==> config.mk <==
export PLATFORM = sky130hd
export DESIGN_NAME = fifo_rd_cntrl
export DESIGN_NICKNAME = d
export VERILOG_FILES = /design/src/rtl/fifo_rd_cntrl.sv
export SDC_FILE = /design/constraint.sdc
export NUM_CORES = 1
export LEC_CHECK = 0
export ABC_AREA = 1
export CAP_MARGIN = 20
export CORE_ASPECT_RATIO = 1.75
export CORE_MARGIN = 5
export CORE_UTILIZATION = 33
export CTS_CLUSTER_SIZE = 14
export DETAILED_ROUTE_END_ITERATION = 8
export SYNTH_ARGS = -nofsm -noshare
export SYNTH_HDL_FRONTEND = slang
export SYNTH_SLANG_ARGS = --single-unit
==> constraint.sdc <==
create_clock -name R_CLK -period 6.32 [get_ports R_CLK]
set_clock_uncertainty 0.15 [all_clocks]
set_input_delay 1.264 -clock R_CLK [delete_from_list [all_inputs] [get_ports R_CLK]]
set_output_delay 1.264 -clock R_CLK [all_outputs]
set_load 0.01 [all_outputs]
==> src/rtl/fifo_rd_cntrl.sv <==
`default_nettype none
// ============================================================================
//  Module      : fifo_rd_cntrl
//  Description : Read-side controller of an asynchronous FIFO. Synchronises
//                the Gray-coded write pointer into the read clock domain,
//                tracks the binary/Gray read pointer, reports emptiness and
//                fill level, and presents the head word through a registered
//                valid/ready output stage.
//  Revision    : 1.0 - initial release
// ============================================================================
module fifo_rd_cntrl #(
    parameter  int DATA_WIDTH = 8,
    parameter  int MEM_DEPTH  = 8,
    localparam int ADDR_WIDTH = $clog2(MEM_DEPTH)
) (
    input  logic                  R_CLK,
    input  logic                  R_RST,
    input  logic [ADDR_WIDTH:0]   W_PTR_GRAY,
    input  logic [DATA_WIDTH-1:0] RD_DATA,
    output logic [ADDR_WIDTH-1:0] R_addr,
    output logic [ADDR_WIDTH:0]   R_PTR_GRAY,
    output logic                  MEM_EMPTY,
    output logic [DATA_WIDTH-1:0] OUT_DATA,
    output logic                  OUT_VALID,
    input  logic                  OUT_READY,
    output logic [ADDR_WIDTH:0]   RD_LEVEL
);

    // Two-flop synchroniser stages for the write pointer; only wq2 is trusted.
    logic [ADDR_WIDTH:0]   wq1_q;
    logic [ADDR_WIDTH:0]   wq2_q;

    // Read pointer state: binary for addressing, Gray copy for the write side.
    logic [ADDR_WIDTH:0]   rbin_q,  rbin_d;
    logic [ADDR_WIDTH:0]   rgray_q, rgray_d;

    // Output holding register.
    logic [DATA_WIDTH-1:0] out_data_q,  out_data_d;
    logic                  out_valid_q, out_valid_d;

    logic [ADDR_WIDTH:0]   wbin_s;
    logic                  fetch;

    // Synchronise the asynchronous Gray write pointer into the read domain.
    always_ff @(posedge R_CLK or negedge R_RST) begin
        if (!R_RST) begin
            wq1_q <= '0;
            wq2_q <= '0;
        end else begin
            wq1_q <= W_PTR_GRAY;
            wq2_q <= wq1_q;
        end
    end

    // Gray-to-binary of the synchronised write pointer: bit i is the XOR of
    // all Gray bits at or above i.
    always_comb begin
        wbin_s = '0;
        for (int i = 0; i <= ADDR_WIDTH; i++) begin
            wbin_s[i] = ^(wq2_q >> i);
        end
    end

    // Comparing Gray codes directly means a full memory (MSBs differ) is
    // never mistaken for empty.
    assign MEM_EMPTY = (rgray_q == wq2_q);
    assign RD_LEVEL  = wbin_s - rbin_q;
    assign R_addr    = rbin_q[ADDR_WIDTH-1:0];

    // Pull a new word whenever memory has one and the output slot is free
    // or being drained this cycle.
    assign fetch = !MEM_EMPTY && (!out_valid_q || OUT_READY);

    // Next-state for the read pointer and output stage.
    always_comb begin
        rbin_d      = rbin_q;
        out_data_d  = out_data_q;
        out_valid_d = out_valid_q;
        if (fetch) begin
            out_data_d  = RD_DATA;
            out_valid_d = 1'b1;
            rbin_d      = rbin_q + 1'b1;
        end else if (out_valid_q && OUT_READY) begin
            out_valid_d = 1'b0;
        end
        // Gray copy derived from the next binary value so both update together.
        rgray_d = rbin_d ^ (rbin_d >> 1);
    end

    // Read pointer and output registers.
    always_ff @(posedge R_CLK or negedge R_RST) begin
        if (!R_RST) begin
            rbin_q      <= '0;
            rgray_q     <= '0;
            out_data_q  <= '0;
            out_valid_q <= 1'b0;
        end else begin
            rbin_q      <= rbin_d;
            rgray_q     <= rgray_d;
            out_data_q  <= out_data_d;
            out_valid_q <= out_valid_d;
        end
    end

    assign R_PTR_GRAY = rgray_q;
    assign OUT_DATA   = out_data_q;
    assign OUT_VALID  = out_valid_q;

endmodule
`default_nettype wire

Yosys cells after proc, flatten, opt, wreduce, memory -nomap -nowiden
Cells that the tools add are included.
Word-level totals
  bits in registers: 25
  output and inout port bits: 21
  word-level logic and storage cells: 23
Cells by class
  $add $sub $neg: 2
  eq/ne operators: 1
  multiplexer cells: 3
  bitwise gates (word level): 1
  reductions and logical operators: 10
Operators with widths (count)
  $reduce_xor 4->1: 4
  $add 4x1->4 const B: 1
  $eq 4x4->1: 1
  $mux 4: 1
  $sub 4x4->4: 1
  $xor 4x3->4: 1
  $logic_and 1x1->1: 2
  $logic_not 1->1: 2
  $mux 1: 2
  $reduce_bool 2->1: 1
  $logic_or 1x1->1: 1

Depth between registers and ports, before layout
  word-level depth: 5
  mapped depth: 11
  depth with buffers taken out: 11

Least setup slack after synthesis
Ideal clock, no wire load.
  path kind: register to output
  start: register wq2_q[3]
  end: output port RD_LEVEL[2]
  arrival: 1843 ps
  data required time: 4906 ps
  slack: 3063 ps
  stages on the path, launching flop included: 8
  buffers on the path: 0
  cell sequence: dfrtp_1 > xor2_2 > xor2_2 > xor2_1 > inv_1 > ha_1 > fa_1 > xnor2_1
Between the ends
  word-level cells in the longest chain between the ends: 2
RTL lines
  from (decl): RTL line 31  | logic [ADDR_WIDTH:0] wq2_q;
  from (signal assigned): RTL line 51  | wq2_q <= wq1_q;
  $reduce_xor 4->1: RTL line 60  | wbin_s[i] = ^(wq2_q >> i);
  $sub 4x4->4 *: RTL line 67  | assign RD_LEVEL = wbin_s - rbin_q;
  to (decl): RTL line 26  | output logic [ADDR_WIDTH:0] RD_LEVEL
Mark *: on every way between the ends. The rest lies on a longest branch, timed or not.

Worst setup path in the final report
Ends and elaborated chain as after synthesis.

==> reports/summary.md <==
The run finished with clean final reports. The run gives 1560 µm as the total length of routed met2 wires. The clock net in this run drives a total of 24 sinks. The area share of the largest cell type after synthesis works out to 0.503. Clock root buffer master: clkbuf_8.

The number of cell instances on the worst register-to-register path is 11, and the number of slew-limit violations in the final report is 0. The net count of the finished layout is 194. Ranked by instance count, the synthesized netlist is headed by nand2_1, dfrtp_1, nand3_1, inv_1.

Averaged over all synthesized cells, the footprint is 8.78 µm². The multiplexer area fraction after synthesis works out to 0. Entering global routing, the biggest net connects 25 pins. The number of different library cells in the post-synthesis netlist was 21; the post-synthesis cell area was 1190 µm².

The logs give 0 for the antenna diode count and 0 for the total of cells resized after clock tree synthesis. The initial core utilization came out at 0.336. Highest metal layer with signal wires: met4. The run gives 0 as the count of endpoints failing hold in the final timing report.

Period utilization: 0.651. The required time of the critical path is 4.91 ns, and the number of register bits inferred by synthesis is 24. The tools report the final setup violation count as 0.

In this run the cell area measured after placement is 1580 µm². Fill cells in the final layout number 394. Total power divided by cell area: 443 nW/µm².

The final route contains 985 vias. Tracing the worst setup path back leads to its startpoint at wq2_q[3]$_DFF_PN0_. The post-route worst setup slack is 2.21 ns, and the post-route cell area is 1680 µm².

Number of synthesized flops with an enable pin: 0. The HPWL after detailed placement is 2180 µm. The minimum period implied by the final worst setup slack is 4.11 ns, and the horizontal die dimension is 55.5 µm.

The run gives 0 as the reported max-cap violation count. Setup repair after global routing left no endpoint under its margin. The share of final-layout standard cells stronger than drive strength 1 works out to 0.121.

The worst register-to-register path begins at rbin_q[3]$_DFF_PN0_. The total routing usage reported by global routing is 0.122, and the complex-gate fraction of the synthesized area is 0.00839. For this run the aggregate overflow at the end of global routing stands at 0. The first detailed-routing pass ran for 4 iterations. After detailed routing, the number of remaining DRC violations is 0. The height of the die was 89.6 µm; the share of flip-flops with an asynchronous set or reset after synthesis was 1.00. Row generation in the floorplan step produced 29 rows. Synthesis handed over a netlist of 136 instances.

For the placeable core area, the log shows 3560 µm². The area share of fa/ha/maj cells after synthesis is 0.0587. For the maximum clock rate, the log shows 243 MHz. For this run, the leading register cell type out of synthesis is dfrtp_1. After detailed routing, the met3 layer carries 101 µm of wire.

For the total length of routed wires, the log shows 2730 µm. Input and output buffers added on the ports amount to 35. The tightest min-delay check is of the flip-flop to flip-flop type. Counting instances, the worst hold path has a depth of 0. In the final routed layout, each cell accounts on average for 12.5 µm. Buffers inserted during clock tree synthesis total 3. For the I/O pin total, the log shows 36.

The logs give 0 for the yosys synthesis warning count and 993 µm for the total routed wire length on the met1 layer. The footprint of the multi-input gates is 502 µm². The clock passes through at most 2 buffers. In this run the static leakage power is 0.849 nW. The xor-xnor portion of the synthesized cell area works out to 0.0639. The tools report the type of destination of the critical path as a primary output. For the worst setup path, the data arrival time is 2.70 ns.

Sorting the synthesized cells by area gives the leading types as dfrtp_1, nand2_1, nand3_1. Before CTS, the worst setup slack after placement is 2.47 ns. The tools report the number of antenna violations at the first check in global routing as 0.

Compared with the post-synthesis result, the final layout area differs by 40.8%. The tools report the number of global-route vias before repair as 1015. The via count normalized by instance count is 4.50.

Among all cell types in the netlist, the one instantiated most often is nand2_1. By startpoint and endpoint, the worst setup path is classified as flip-flop to primary output. For the hold buffer count at cts, the log shows 0. After routing, the total negative slack on setup checks comes to 0 ns.

After clock tree synthesis, the setup repair step added 0 buffers. Total number of H-tree levels: 1. The first global-routing pass estimated 4670 µm of wire.

After the first detailed-routing iteration, the DRC count stood at 15. The worst-case IR drop observed on VDD is 0.194 mV. Across the whole layout, storage elements account for 601 µm². Of all nets on the critical path, the largest fanout is 3.

The detail route stage leaves a number of antenna-violating nets equal to 0. TritonCTS built the clock tree. The remaining max-slew budget at the tightest pin was 0.631; the final estimated routing congestion in global placement was 0.829.

The clock input transition at the sequential cells of the worst setup and hold paths works out to 0.08 ns. The logs give 0.503 for the sequential cell area fraction in the yosys report and 0.473 for the utilization of the core after routing. The synthesized design spends more area on one cell type than any other, namely dfrtp_1. Startpoint type of the worst setup path: a flip-flop.

The tools report the critical hold path startpoint as wq1_q[1]$_DFF_PN0_. The simple-gate portion of the synthesized area is 0.289. The clock latency at the later pin of the worst-skew pair came out at 0.27 ns. At the pin with the least slew margin, the transition time is 0.553 ns. Synthesis produced a netlist with a net count of 156. After synthesis, the largest family of logic cells by area is simple AND/OR/NAND/NOR gates.

The die covers 4970 µm².
## registers in the layout, indices dropped and copies added (netlist names)
name        cells
wq2_q           4
OUT_VALID       1
OUT_DATA        8
R_PTR_GRAY      3
wq1_q           4
rbin_q          4
## routing by layer
metal | up-vias | GRT usage
met5 | - | 0
met2 | 26 | 0.228
li1 | 482 | -
met4 | 0 | 0.0730
met1 | 472 | 0.126
met3 | 5 | 0.0202
## cells by family (layout without fill, tap and decap cells)
| kind of cell | count (synthesis) | in the layout |
|---|---|---|
| AND/OR/NAND/NOR | 76 | 76 |
| adder cells (fa/ha/maj) | 5 | 5 |
| buffers and inverters | 22 | 59 |
| XOR/XNOR | 7 | 7 |
| flip-flops | 24 | 24 |
| AO/OA/AOI/OAI | 2 | 2 |
## worst paths after layout
check,endpoint,slack (ns)
setup / recovery,RD_LEVEL[2],2.21
hold reg to reg,wq2_q[1]$_DFF_PN0_,0.21
setup reg to reg,R_PTR_GRAY[1]$_DFF_PN0_,4.59
min in group asynchronous,OUT_DATA[7]$_DFFE_PN0P_,1.11
max in group asynchronous,wq2_q[0]$_DFF_PN0_,4.50
hold / removal,wq2_q[1]$_DFF_PN0_,0.21
## layout by cell type (no fill, tap or decap), drive strengths merged
cell type | netlist | layout
a21oi | 1 | 1
buf | 3 | 1
bufinv | 0 | 1
clkbuf | 0 | 3
clkdlybuf4s50 | 0 | 35
dfrtp | 24 | 24
fa | 1 | 1
ha | 4 | 4
inv | 19 | 19
nand2 | 56 | 56
nand3 | 15 | 15
nand3b | 1 | 1
nor2 | 4 | 4
o21ai | 1 | 1
xnor2 | 2 | 2
xor2 | 5 | 5
## final cells by class
cell class                 instances  area share
sequential                        24       0.357
multi-input combinational         90       0.299
timing repair buffer              36       0.225
inverter                          19      0.0424
tap                               46      0.0343
clock buffer                       3      0.0246
clock inverter                     1      0.0179
## critical path, cell delays in order, from the launching register on
cell             delay, ns
dfrtp_1               0.42
xor2_2                0.24
xor2_2                0.25
xor2_1                0.18
inv_1                 0.07
ha_1                  0.21
fa_1                  0.38
xnor2_1               0.15
clkdlybuf4s50_1       0.55
## report_power, final
part	total, mW	switching [mW]	internal, mW	leakage (nW)
Combinational	0.378	0.187	0.190	0.527
Sequential	0.236	0.0411	0.195	0.287
Clock	0.131	0.0467	0.0846	0.0357
Total	0.745	0.275	0.470	0.849
## per-stage QoR
step / hold slack (ns) / instances / power, mW
floorplan: 0.181 / 136 / 0.438
global placement: 0.184 / 214 / 0.603
detailed placement: 0.192 / 214 / 0.622
CTS: 0.210 / 218 / 0.758
global route: 0.220 / 219 / 0.804
finish: 0.207 / 219 / 0.745
No activity file was read; power rests on OpenSTA's default activity.
